==> src/rtl/bus_arbiter_pkg.sv <==
// Shared types and constants for the ibus/dbus memory-port arbiter.
package bus_arbiter_pkg;

    localparam int InstAddrBus = 32;
    localparam int InstBus     = 32;
    localparam int DBUS_MASK   = 4;

    localparam logic [InstBus-1:0] DeadData = 32'hDEAD_BEEF;

    typedef enum logic [1:0] {
        ArbIdle  = 2'd0,
        ArbBusyI = 2'd1,
        ArbBusyD = 2'd2
    } arb_state_t;

    typedef struct packed {
        logic                   we;
        logic [InstAddrBus-1:0] addr;
        logic [InstBus-1:0]     wdata;
        logic [DBUS_MASK-1:0]   mask;
    } bus_cmd_t;

endpackage

==> src/rtl/bus_arb_pick.sv <==
// Grant selection: dbus first, ibus forced through once the dbus streak is full.
module bus_arb_pick (
    input  logic ibus_req,
    input  logic dbus_req,
    input  logic streak_full,
    output logic grant_i,
    output logic grant_d
);

    assign grant_i = ibus_req & (~dbus_req | streak_full);
    assign grant_d = dbus_req & ~grant_i;

endmodule

==> src/rtl/bus_arbiter.sv <==
// Single-outstanding arbiter of ibus/dbus onto one memory port.
// Optional watchdog built when ARB_TIMEOUT_EN is defined.
module bus_arbiter
    import bus_arbiter_pkg::*;
#(
    parameter int MAX_D_STREAK   = 4,
    parameter int TIMEOUT_CYCLES = 255
) (
    input  logic        clk,
    input  logic        rst,
    input  logic        I_ibus_req,
    input  logic        I_ibus_we,
    input  logic [31:0] I_ibus_addr,
    input  logic [31:0] I_ibus_wdata,
    input  logic [3:0]  I_ibus_mask,
    output logic        O_ibus_ack,
    output logic [31:0] O_ibus_rdata,
    output logic        O_ibus_stallreq,
    input  logic        I_dbus_req,
    input  logic        I_dbus_we,
    input  logic [31:0] I_dbus_addr,
    input  logic [31:0] I_dbus_wdata,
    input  logic [3:0]  I_dbus_mask,
    output logic        O_dbus_ack,
    output logic [31:0] O_dbus_rdata,
    output logic        O_dbus_stallreq,
    output logic        O_mem_req,
    output logic        O_mem_we,
    output logic [31:0] O_mem_addr,
    output logic [31:0] O_mem_wdata,
    output logic [3:0]  O_mem_mask,
    input  logic        I_mem_ack,
    input  logic [31:0] I_mem_rdata,
    output logic        O_bus_err
);

    if (MAX_D_STREAK < 1 || MAX_D_STREAK > 15) begin : g_bad_streak
        $error("MAX_D_STREAK out of range 1..15");
    end
    if (TIMEOUT_CYCLES < 1 || TIMEOUT_CYCLES > 255) begin : g_bad_timeout
        $error("TIMEOUT_CYCLES out of range 1..255");
    end

    localparam logic [3:0] StreakMax = 4'(MAX_D_STREAK);

    arb_state_t state, state_nxt;
    bus_cmd_t   cmd, cmd_nxt;
    logic [3:0] d_streak, d_streak_nxt;
    logic       idle, busy, streak_full;
    logic       pick_i, pick_d, grant_i, grant_d;
    logic       timeout, done;
    logic [31:0] rdata_sel;

    assign idle        = (state == ArbIdle);
    assign busy        = ~idle;
    assign streak_full = (d_streak == StreakMax);

    bus_arb_pick u_pick (
        .ibus_req    (I_ibus_req),
        .dbus_req    (I_dbus_req),
        .streak_full (streak_full),
        .grant_i     (pick_i),
        .grant_d     (pick_d)
    );

    assign grant_i = idle & pick_i;
    assign grant_d = idle & pick_d;

`ifdef ARB_TIMEOUT_EN
    localparam logic [7:0] WdLast = 8'(TIMEOUT_CYCLES - 1);

    logic [7:0] wd_cnt;

    // Held at zero while idle, so it always starts fresh on BUSY entry.
    always_ff @(posedge clk or negedge rst) begin
        if (!rst) begin
            wd_cnt <= '0;
        end else if (idle) begin
            wd_cnt <= '0;
        end else begin
            wd_cnt <= wd_cnt + 8'd1;
        end
    end

    assign timeout   = busy & (wd_cnt == WdLast);
    assign O_bus_err = timeout & ~I_mem_ack;
`else
    assign timeout   = 1'b0;
    assign O_bus_err = 1'b0;
`endif

    // A real ack beats a same-cycle timeout.
    assign done      = busy & (I_mem_ack | timeout);
    assign rdata_sel = I_mem_ack ? I_mem_rdata : DeadData;

    assign O_ibus_ack   = (state == ArbBusyI) & done;
    assign O_dbus_ack   = (state == ArbBusyD) & done;
    assign O_ibus_rdata = O_ibus_ack ? rdata_sel : '0;
    assign O_dbus_rdata = O_dbus_ack ? rdata_sel : '0;

    assign O_ibus_stallreq = I_ibus_req & ~O_ibus_ack;
    assign O_dbus_stallreq = I_dbus_req & ~O_dbus_ack;

    assign O_mem_req   = busy;
    assign O_mem_we    = cmd.we;
    assign O_mem_addr  = cmd.addr;
    assign O_mem_wdata = cmd.wdata;
    assign O_mem_mask  = cmd.mask;

    always_comb begin
        state_nxt    = state;
        cmd_nxt      = cmd;
        d_streak_nxt = d_streak;
        unique case (state)
            ArbIdle: begin
                if (grant_i) begin
                    state_nxt    = ArbBusyI;
                    cmd_nxt      = '{we: I_ibus_we, addr: I_ibus_addr,
                                     wdata: I_ibus_wdata, mask: I_ibus_mask};
                    d_streak_nxt = '0;
                end else if (grant_d) begin
                    state_nxt = ArbBusyD;
                    cmd_nxt   = '{we: I_dbus_we, addr: I_dbus_addr,
                                  wdata: I_dbus_wdata, mask: I_dbus_mask};
                    if (I_ibus_req && !streak_full) begin
                        d_streak_nxt = d_streak + 4'd1;
                    end
                end
                if (!I_ibus_req) begin
                    d_streak_nxt = '0;
                end
            end
            ArbBusyI, ArbBusyD: begin
                if (done) begin
                    state_nxt = ArbIdle;
                end
            end
            default: state_nxt = ArbIdle;
        endcase
    end

    always_ff @(posedge clk or negedge rst) begin
        if (!rst) begin
            state    <= ArbIdle;
            cmd      <= '0;
            d_streak <= '0;
        end else begin
            state    <= state_nxt;
            cmd      <= cmd_nxt;
            d_streak <= d_streak_nxt;
        end
    end

endmodule

==> config.mk <==
export PLATFORM = sky130hd
export DESIGN_NAME = bus_arbiter
export DESIGN_NICKNAME = d
export VERILOG_FILES = /design/src/rtl/bus_arbiter_pkg.sv /design/src/rtl/bus_arb_pick.sv /design/src/rtl/bus_arbiter.sv
export SDC_FILE = /design/constraint.sdc
export NUM_CORES = 1
export LEC_CHECK = 0
export CELL_PAD_IN_SITES_DETAIL_PLACEMENT = 2
export CELL_PAD_IN_SITES_GLOBAL_PLACEMENT = 2
export CORE_ASPECT_RATIO = 0.75
export CORE_UTILIZATION = 19
export DETAILED_ROUTE_END_ITERATION = 16
export PLACE_DENSITY_LB_ADDON = 0.1
export SETUP_SLACK_MARGIN = 0.4
export SLEW_MARGIN = 15
export SYNTH_ARGS = -nofsm -noshare
export SYNTH_HDL_FRONTEND = slang
export SYNTH_SLANG_ARGS = --single-unit
==> constraint.sdc <==
create_clock -name clk -period 2.48 [get_ports clk]
set_input_delay 0.496 -clock clk [delete_from_list [all_inputs] [get_ports clk]]
set_output_delay 0.496 -clock clk [all_outputs]
set_load 0.05 [all_outputs]
# ---- After elaboration in Yosys (flattened, before gate mapping)
# Cells that the tools add are included.
dict set report classes {
  n_addsub 1
  multipliers 0
  div_mod_pow 0
  magnitude_cmp 0
  n_eq_ne 7
  shifts 0
  n_mux 13
  bitwise 15
  reduce_logical 8
}
# operator n
set op_table {}
lappend op_table {{$mux W69} 2}
lappend op_table {{$mux W32} 3}
lappend op_table {{$mux W4} 4}
lappend op_table {{$and A1 B1 Y1} 9}
lappend op_table {{$ne A3 B1 Y1 const B} 3}
lappend op_table {{$mux W2} 3}
lappend op_table {{$not A1 Y1} 5}
lappend op_table {{$add A4 B1 Y4 const B} 1}
lappend op_table {{$eq A4 B3 Y1 const B} 1}
lappend op_table {{$pmux W2 S2} 1}
lappend op_table {{$reduce_and A2 Y1} 2}
lappend op_table {{$reduce_and A3 Y1} 1}
lappend op_table {{$eq A2 B1 Y1 const B} 1}
lappend op_table {{$eq A2 B2 Y1 const B} 1}
lappend op_table {{$logic_not A2 Y1} 1}
lappend op_table {{$ne A2 B2 Y1 const B} 1}
lappend op_table {{$reduce_bool A2 Y1} 1}
lappend op_table {{$reduce_or A2 Y1} 1}
lappend op_table {{$logic_and A1 B1 Y1} 1}
lappend op_table {{$logic_not A1 Y1} 1}
lappend op_table {{$or A1 B1 Y1} 1}
dict set report word_totals {
  reg_bits 75
  latch_bits 0
  ram_bits 0
  rom_bits 0
  inputBits 175
  out_inout_bits 139
  elab_cells 50
  n_memories 0
}

# ---- Logic depth before layout (Yosys ltp)
# Gate-level depths: netlist of run 1.
dict set report logic_depth {
  word_depth 9
  depth_mapped 9
  ltp_nobuf 5
}

# ---- Modules after synthesis
# A second synthesis of run 1 with hierarchy kept.
dict set report hier_totals {
  hier_cells 430
  hier_area_um2 4127.7
}
# module n_inst cells_each area_each_um2 seq_area_each_um2
set modules_own_cells {}
lappend modules_own_cells {bus_arbiter 1 427 4108.9 1876.8}
lappend modules_own_cells {bus_arb_pick 1 3 18.8 0.0}

# ---- Least setup slack after synthesis of run 1
# OpenSTA, ideal clock, no wires.
dict set report synth_timing {
  path_type {register -> output}
  start {reg state[0]}
  end {out O_dbus_stallreq}
  arrival_ps 2217
  required_ps 1984
  setup_slack_ps -233
  path_stages_with_launch 9
  path_cell_list {dfrtp_1 -> inv_1 -> ha_1 -> buf_2 -> inv_1 -> and3_1 -> buf_2 -> buf_2 -> nor2_1}
}
dict set report synth_between {
  elab_chain_cells 6
  word_cells_on_any_way 7
}
# item line
set synth_rtl {}
lappend synth_rtl {{from (decl)} bus_arbiter.sv:46} ;# arb_state_t state, state_nxt;
lappend synth_rtl {{from (signal assigned)} bus_arbiter.sv:144} ;# state <= ArbIdle;
lappend synth_rtl {{from (signal assigned)} bus_arbiter.sv:148} ;# state <= state_nxt;
lappend synth_rtl {{$logic_not A2 Y1} bus_arbiter.sv:54} ;# assign idle = (state == ArbIdle);
lappend synth_rtl {{$not A1 Y1} bus_arbiter.sv:55} ;# assign busy = ~idle;
lappend synth_rtl {{named net O_mem_req} bus_arbiter.sv:27} ;# output logic O_mem_req,
lappend synth_rtl {{$and A1 B1 Y1} bus_arbiter.sv:93} ;# assign done = busy & (I_mem_ack | timeout);
lappend synth_rtl {{$and A1 B1 Y1} bus_arbiter.sv:97} ;# assign O_dbus_ack = (state == ArbBusyD) & done;
lappend synth_rtl {{named net O_dbus_ack} bus_arbiter.sv:24} ;# output logic O_dbus_ack,
lappend synth_rtl {{$not A1 Y1} bus_arbiter.sv:102} ;# assign O_dbus_stallreq = I_dbus_req & ~O_dbus_ack;
lappend synth_rtl {{$and A1 B1 Y1} bus_arbiter.sv:102}
lappend synth_rtl {{to (decl)} bus_arbiter.sv:26} ;# output logic O_dbus_stallreq,
# The timed path passes the listed nets, and every way through them passes these cells.

# ---- Worst setup path after layout of run 1
dict set report layout_timing {
  start {reg state[0]}
  end {out O_ibus_rdata[16]}
}
dict set report layout_between {
  elab_chain_cells 5
  word_cells_on_any_way 6
}
# item line
set layout_rtl {}
lappend layout_rtl {{$logic_not A2 Y1} bus_arbiter.sv:54}
lappend layout_rtl {{$not A1 Y1} bus_arbiter.sv:55}
lappend layout_rtl {{$and A1 B1 Y1} bus_arbiter.sv:93}
lappend layout_rtl {{$and A1 B1 Y1 *} bus_arbiter.sv:96} ;# assign O_ibus_ack = (state == ArbBusyI) & done;
lappend layout_rtl {{$mux W32 *} bus_arbiter.sv:98} ;# assign O_ibus_rdata = O_ibus_ack ? rdata_sel : '0;
lappend layout_rtl {{to (decl)} bus_arbiter.sv:17} ;# output logic [31:0] O_ibus_rdata,
# Mark *: on every way between the ends. The rest lies on a longest branch, timed or not.

==> qor.txt, run 1 <==
CLOCKING
-------------------------------------------------------------------------------------------
Later-pin clock latency in the skew report                                          0.35 ns
TritonCTS clock tree                                                                  built
Number of buffers created by CTS                                                          9
Maximum level of the CTS H-tree                                                           3
Number of hold buffers added after CTS                                                    0
Buffers from clock root to sink, at most                                                  2
CTS clock-pin slew for the worst setup and hold paths                               0.07 ns
Clock sinks                                                                              75
Cell at the root of the clock tree                                                clkbuf_16

TIMING
-------------------------------------------------------------------------------------------
Final setup skew                                                                  0.0101 ns
Unrepaired setup endpoints after global routing                                        true
Total negative setup slack                                                             0 ns
Final critical delay including setup and external delays                            2.31 ns
Setup Viol. Count Final                                                                   0
Relative max-transition margin                                                        54.8%
Max frequency                                                                     0.434 GHz
Slew Viols, Final                                                                         0
Slew at the pin with the worst max-slew slack                                      0.678 ns
Period Utilization, post-route                                                        93.0%
Worst hold-check slack                                                             0.146 ns
Final Worst Setup Slack                                                            0.174 ns
Hold Fails Final Rpt                                                                      0

DRT
-------------------------------------------------------------------------------------------
Number of design-rule violations left by the first detailed-router iteration            176
Via density per instance                                                               4.66
Detailed-routing iteration count for the pre-antenna-repair pass                          4
Routed wire length                                                                 22500 um
Count of unresolved DRC violations after routing                                          0
Via count                                                                              5119
Wire length per cell after detailed routing                                         20.5 um
Post-route ant nets                                                                       0

FLOW RUN
-------------------------------------------------------------------------------------------
Max-Cap Viols                                                                             0

GRT
-------------------------------------------------------------------------------------------
Overall track demand over capacity in global routing                                  19.7%
Global-route wire length before repair                                             35600 um
Number of global-route vias before repair                                              5920
Remaining global-route overflow                                                           0
Initial antenna violation count                                                           0
Largest net degree at the start of global routing                                        58

LOGIC SYNTHESIS
-------------------------------------------------------------------------------------------
Syn_nets                                                                                691
Sequential element share of the synthesized area                                      44.0%
Synth Warn #                                                                              0
Async set-or-reset flop fraction in the synthesized netlist                            100%
Proportion of netlist area held by the largest area contributor                       44.0%
Cell count after synthesis                                                              511
Ys flop type                                                                        dfrtp_1
Syn Area/Cell                                                                    8.34 sq um
Cell accounting for the most synthesized area                                       dfrtp_1
Seq cells post-synth                                                                     75
Number of synthesized flops with an enable pin                                            0
Most area-consuming cells after synthesis                                      dfrtp_1 (44%), nand2_1 (13%), o211ai_1 (12%)
Area of the mapped netlist                                                       4260 sq um
Number of library cell types mapped by synthesis                                         29

WORST HOLD PATH
-------------------------------------------------------------------------------------------
Hold Path Class                                                                 in -> async

LAYOUT
-------------------------------------------------------------------------------------------
Final-layout fill cell count                                                           2404
Area growth from synthesis to final layout                                            94.4%
Number of nets in the finished design                                                   979
Share of final-layout standard cells stronger than drive strength 1                   22.6%
Cell area after layout                                                           8290 sq um
# diodes                                                                                  0
Filler-free cell count of the finished design                                          1098
Area of combinational cells with multiple inputs                                 2310 sq um
FF/Latch Area                                                                    1880 sq um
Final core utilization                                                                37.6%

WORST SETUP PATH
-------------------------------------------------------------------------------------------
Category of the worst setup path launch point                                      register
R2R setup slack                                                                     0.55 ns
Crit path kind                                                                   reg -> out
WP data arrival                                                                     1.81 ns
Maximum fanout count along the critical path                                             15
Critical path cell sequence                                                    inv_2 -> ha_4 -> clkinvlp_4 -> and3_4 -> buf_12 -> and2_2 -> buf_6
Slowest cell on crit path                                                           dfrtp_1
R2R Path End                                                                   O_mem_wdata[11]
CP max stage delay                                                                  0.39 ns
Reg2reg path depth                                                                        8
Req. time, crit path                                                                1.98 ns
Worst R2R Start                                                                    state[0]
Kind of end point of the critical path                                          output port

PLACEMENT
-------------------------------------------------------------------------------------------
Placement-stage cell area                                                        7720 sq um
GP Congestion                                                                         0.767
Post-placement worst setup slack                                                  0.0933 ns
Number of I/O port buffers                                                              312
Cell count after placement                                                             1076
Placed wire-length estimate                                                        15900 um

POWER AND IR DROP
-------------------------------------------------------------------------------------------
Worst voltage drop across the vdd grid                                               405 uV
Total design power                                                                  9.92 mW
Leakage dissipation                                                                 3.54 nW
Cell area power density                                                        1200 nW/um^2

FLOORPLAN
-------------------------------------------------------------------------------------------
Top Ports                                                                               314
Initial standard-cell utilization of the core                                         19.3%
Area of the die                                                                 23100 sq um
Core area                                                                       22100 sq um
Row Count                                                                                47
Die X                                                                                175 um
Height of the die                                                                    132 um

STATUS
-------------------------------------------------------------------------------------------
Status                                                                         complete, no violations

==> cells in the mapped netlist (2+ instances only) <==
cell,instances
clkbuf_1,28
dfrtp_1,75
o32ai_1,2
o211ai_1,69
nand2_1,142
nor2b_1,2
buf_4,3
and3_1,2
buf_2,21
inv_1,6
buf_1,4
o21ai_2,2
nor2_1,3
and2_1,64
ha_1,5
nand4_1,70
==> sequential cells by signal, indices dropped and copies added (netlist names) <==
signal	flops
O_mem_addr	32
O_mem_wdata	32
O_mem_mask	4
d_streak	4
state	2
O_mem_we	1
==> worst max-delay path by stage <==
| stage | start | endpoint | slack (ns) | cells after the start |
|---|---|---|---|---|
| after floorplan | state[1] | O_dbus_stallreq | 0.22 | 8 |
| after CTS | state[0] | O_ibus_rdata[3] | 0.18 | 7 |
| after detailed placement | I_mem_ack | O_dbus_rdata[8] | 0.09 | 4 |
| after global placement | I_mem_ack | O_dbus_rdata[25] | 0.18 | 4 |
| final | state[0] | O_ibus_rdata[16] | 0.17 | 7 |
| after global routing | state[0] | O_ibus_rdata[5] | 0.11 | 7 |
==> power by group <==
group	switching [mW]	total, mW	internal, mW
registers	0.306	2.10	1.79
clock network	0.592	1.48	0.885
logic	4.19	6.34	2.15
==> layout make-up <==
class,count,share of cell area [%]
sequential,75,22.6
tap,294,4.44
clock inverter,6,1.07
timing repair buffer,332,40.9
multi-input combinational,375,27.8
inverter,6,0.317
clock buffer,10,2.76
==> cells by family (layout without fill, tap and decap cells) <==
| kind of cell | after synthesis | count (layout) | share of synthesized area (%) |
|---|---|---|---|
| AOI/OAI and AO/OA | 79 | 79 | 14.1 |
| adders and majority gates | 5 | 5 | 1.47 |
| buffers and inverters | 62 | 354 | 6.34 |
| DFF | 75 | 75 | 44.0 |
| muxes | 1 | 1 | 0.235 |
| other | 1 | 1 | 0.0879 |
| and+or+nand+nor | 288 | 289 | 33.8 |
==> metal layers <==
layer  part of all wire [%]  vias up  GRT usage (%)
met5                      0        -              0
met4                    2.0        0           5.46
met3                    7.6       27           6.66
met2                     48      191           33.1
met1                     43     2535           24.0
li1                       -     2366              -
==> critical path, delay by kind of cell (launching register included) <==
family	cells	cell delay, ns
buffers and inverters	4	0.52
AND/OR/NAND/NOR	2	0.39
adder cells (fa/ha/maj)	1	0.16
flip-flops	1	0.39
==> what timing repair did <==
| action | 4_1_cts | 5_1_grt |
|---|---|---|
| setup buffers | 4 | 1 |
| endpoints found under the setup margin | 70 | 108 |
| resized for setup | 39 | 21 |
| cloned | 1 | 0 |
| pin swaps | 2 | 2 |
==> placed cells by master (no fill, tap or decap), types with 2 or more instances in the layout <==
master,Yosys,layout
bufinv_16,0,2
clkdlybuf4s50_1,0,231
dlymetal6s2s_1,0,10
nand4_1,70,70
dfrtp_1,75,75
and3_4,0,3
inv_2,0,2
clkbuf_16,0,9
clkinvlp_4,0,3
o211ai_1,69,69
and2_4,0,40
buf_12,0,11
o21ai_4,0,2
buf_6,0,29
ha_1,5,4
o32ai_1,2,2
inv_1,6,3
nand2_1,142,142
buf_8,0,4
nor2_1,3,2
buf_4,3,46
and2_2,0,24
Note: power is estimated with default switching activity, not from simulation.
==> run 2: changes to the inputs <==
Settings changed: CTS_BUF_LIST from default to sky130_fd_sc_hd__clkbuf_8 sky130_fd_sc_hd__clkbuf_16, CTS_CLUSTER_DIAMETER from default to 60, PLACE_DENSITY from default to 0.95, PLACE_DENSITY_LB_ADDON 0.1 to default.
==> qor.txt, run 2 (synthesis gave the netlist of run 1 again) <==
DRT
-------------------------------------------------------------------------------------------
Via count                                                                              5328
Wire length per cell after detailed routing                                         21.9 um
Number of design-rule violations left by the first detailed-router iteration            203
Via density per instance                                                               4.81
Detailed-routing iteration count for the pre-antenna-repair pass                          4
Count of unresolved DRC violations after routing                                          0
Post-route ant nets                                                                       0
Routed wire length                                                                 24200 um

WORST SETUP PATH
-------------------------------------------------------------------------------------------
WP data arrival                                                                     1.81 ns
Slowest cell on crit path                                                           dfrtp_1
Top cell family by delay on the critical path                                  simple AND/OR/NAND/NOR gates
Crit path kind                                                                   reg -> out
Category of the worst setup path launch point                                      register
Worst Path Buf+Inv                                                                        4
Kind of end point of the critical path                                          output port
CP max stage delay                                                                  0.37 ns
Req. time, crit path                                                                1.98 ns
Critical path cell sequence                                                    inv_2 -> ha_4 -> clkinvlp_4 -> buf_4 -> and3_4 -> and2_4 -> buf_8
Maximum fanout count along the critical path                                              8

GRT
-------------------------------------------------------------------------------------------
Largest net degree at the start of global routing                                        76
Initial antenna violation count                                                           0
Number of global-route vias before repair                                              6026
Remaining global-route overflow                                                           0
Overall track demand over capacity in global routing                                  21.1%
Global-route wire length before repair                                             37200 um

PLACEMENT
-------------------------------------------------------------------------------------------
GP Congestion                                                                         0.796
Number of I/O port buffers                                                              312
Placed wire-length estimate                                                        16200 um

POWER AND IR DROP
-------------------------------------------------------------------------------------------
Power share of the sequential group                                                   20.5%
Leakage dissipation                                                                 3.58 nW
Sw Share                                                                              50.1%
Part of the power in the clock network                                                15.7%
Fraction of power consumed by combinational cells                                     63.8%
Internal power of the cells                                                         5.14 mW
NetSw                                                                               5.17 mW
Worst voltage drop across the vdd grid                                               446 uV
Cell area power density                                                        1210 nW/um^2

FLOORPLAN
-------------------------------------------------------------------------------------------
Initial standard-cell utilization of the core                                         19.3%
Die X                                                                                175 um
Row Count                                                                                47
Core area                                                                       22100 sq um
Height of the die                                                                    132 um
Top Ports                                                                               314
Area of the die                                                                 23100 sq um

TIMING
-------------------------------------------------------------------------------------------
Hold Fails Final Rpt                                                                      0
Slew Viols, Final                                                                         0
Relative max-transition margin                                                        55.4%
Unrepaired setup endpoints after global routing                                        true
Period Utilization, post-route                                                        93.2%
Total negative setup slack                                                             0 ns
Final critical delay including setup and external delays                            2.31 ns
Setup Viol. Count Final                                                                   0
Slew at the pin with the worst max-slew slack                                      0.669 ns
Max frequency                                                                     0.433 GHz
Final setup skew                                                                 0.00735 ns

LAYOUT
-------------------------------------------------------------------------------------------
Share of final-layout standard cells stronger than drive strength 1                   23.7%
Area of combinational cells with multiple inputs                                 2360 sq um
FF/Latch Area                                                                    1880 sq um
Most common library cell in the layout ignoring fill and taps                  clkdlybuf4s50_1
Number of nets in the finished design                                                   988
# diodes                                                                                  0
Final-layout fill cell count                                                           2375
Commonest cells after routing, fill and taps aside                             clkdlybuf4s50_1 (234), nand2_1 (142), dfrtp_1 (75)
Area growth from synthesis to final layout                                             101%
Final core utilization                                                                38.8%

CLOCKING
-------------------------------------------------------------------------------------------
Later-pin clock latency in the skew report                                          0.34 ns
TritonCTS clock tree                                                                  built
Cell at the root of the clock tree                                                clkbuf_16
Number of buffers created by CTS                                                          9
CTS clock-pin slew for the worst setup and hold paths                               0.06 ns
Clock sinks                                                                              75
Buffers from clock root to sink, at most                                                  2
Maximum level of the CTS H-tree                                                           3

STATUS
-------------------------------------------------------------------------------------------
Status                                                                         complete, no violations

FLOW RUN
-------------------------------------------------------------------------------------------
Max-Cap Viols                                                                             0

WORST HOLD PATH
-------------------------------------------------------------------------------------------
Hold Path Class                                                                 in -> async

## run 2: cell count changes in the layout (fill, tap and decap cells not counted), sizes merged
cell and change:
clkinvlp -2, dlygate4sd2 +2, bufinv +1, clkdlybuf4s50 +3, clkbuf +2, and3 +4, dlymetal6s2s -5, inv -1
buf +5
## run 2: power by group through the flow
| stage | sequential [mW] | clock (mW) | combinational (mW) |
|---|---|---|---|
| 2_1_floorplan | 3.97 | 0 | 2.10 |
| 5_1_grt | 2.19 | 1.72 | 6.95 |
| 6_report | 2.12 | 1.62 | 6.58 |
| 3_3_place_gp | 2.09 | 0 | 6.10 |
| 3_5_place_dp | 2.15 | 0 | 6.26 |
| 4_1_cts | 2.13 | 1.68 | 6.53 |
## run 2: through the flow
step	hold WS (ns)	setup slack (ns)	cell area, sq um	std cells	power [mW]
5_1_grt	0.195	0.0886	8560	1107	10.9
4_1_cts	0.194	0.172	8480	1104	10.3
6_report	0.178	0.170	8560	1107	10.3
3_5_place_dp	0.491	0.0627	7720	1076	8.41
3_3_place_gp	0.476	0.193	7720	1076	8.18
2_1_floorplan	0.200	0.221	4480	511	6.07
## run 2: cell type report
cell class	instances	share of cell area, %
Timing Repair Buffer	337	41.7
Multi-Input combinational cell	379	27.6
Sequential cell	75	21.9
Tap cell	294	4.30
Clock buffer	12	3.11
Clock inverter	4	1.11
Inverter	6	0.307
## run 2: metal layers
layer	GRT usage, %	share of wire, %	vias up
li1	-	-	2398
met1	25.9	41	2686
met2	36.1	50	212
met3	5.94	6.7	32
met4	5.70	1.7	0
met5	0	0	-
## run 2: what timing repair did
item                                    in CTS  in global routing
setup buffers                                6                  3
pin swaps                                    3                  2
hold buffers                                 0                  0
endpoints found under the setup margin      69                 79
cloned                                       6                  0
resized for setup                           83                 16
## run 2: final timing paths
check,slack [ns],end,cells after the start,from
setup reg to reg,0.52,O_mem_addr[10],6,d_streak[0]
max in group asynchronous,1.93,O_mem_wdata[6],2,rst
hold / removal,0.18,O_mem_addr[2],2,rst
min in group clk,0.49,O_mem_mask[0],2,O_mem_mask[0]
setup / recovery,0.17,O_dbus_rdata[14],7,state[0]
hold reg to reg,0.49,O_mem_mask[0],2,O_mem_mask[0]
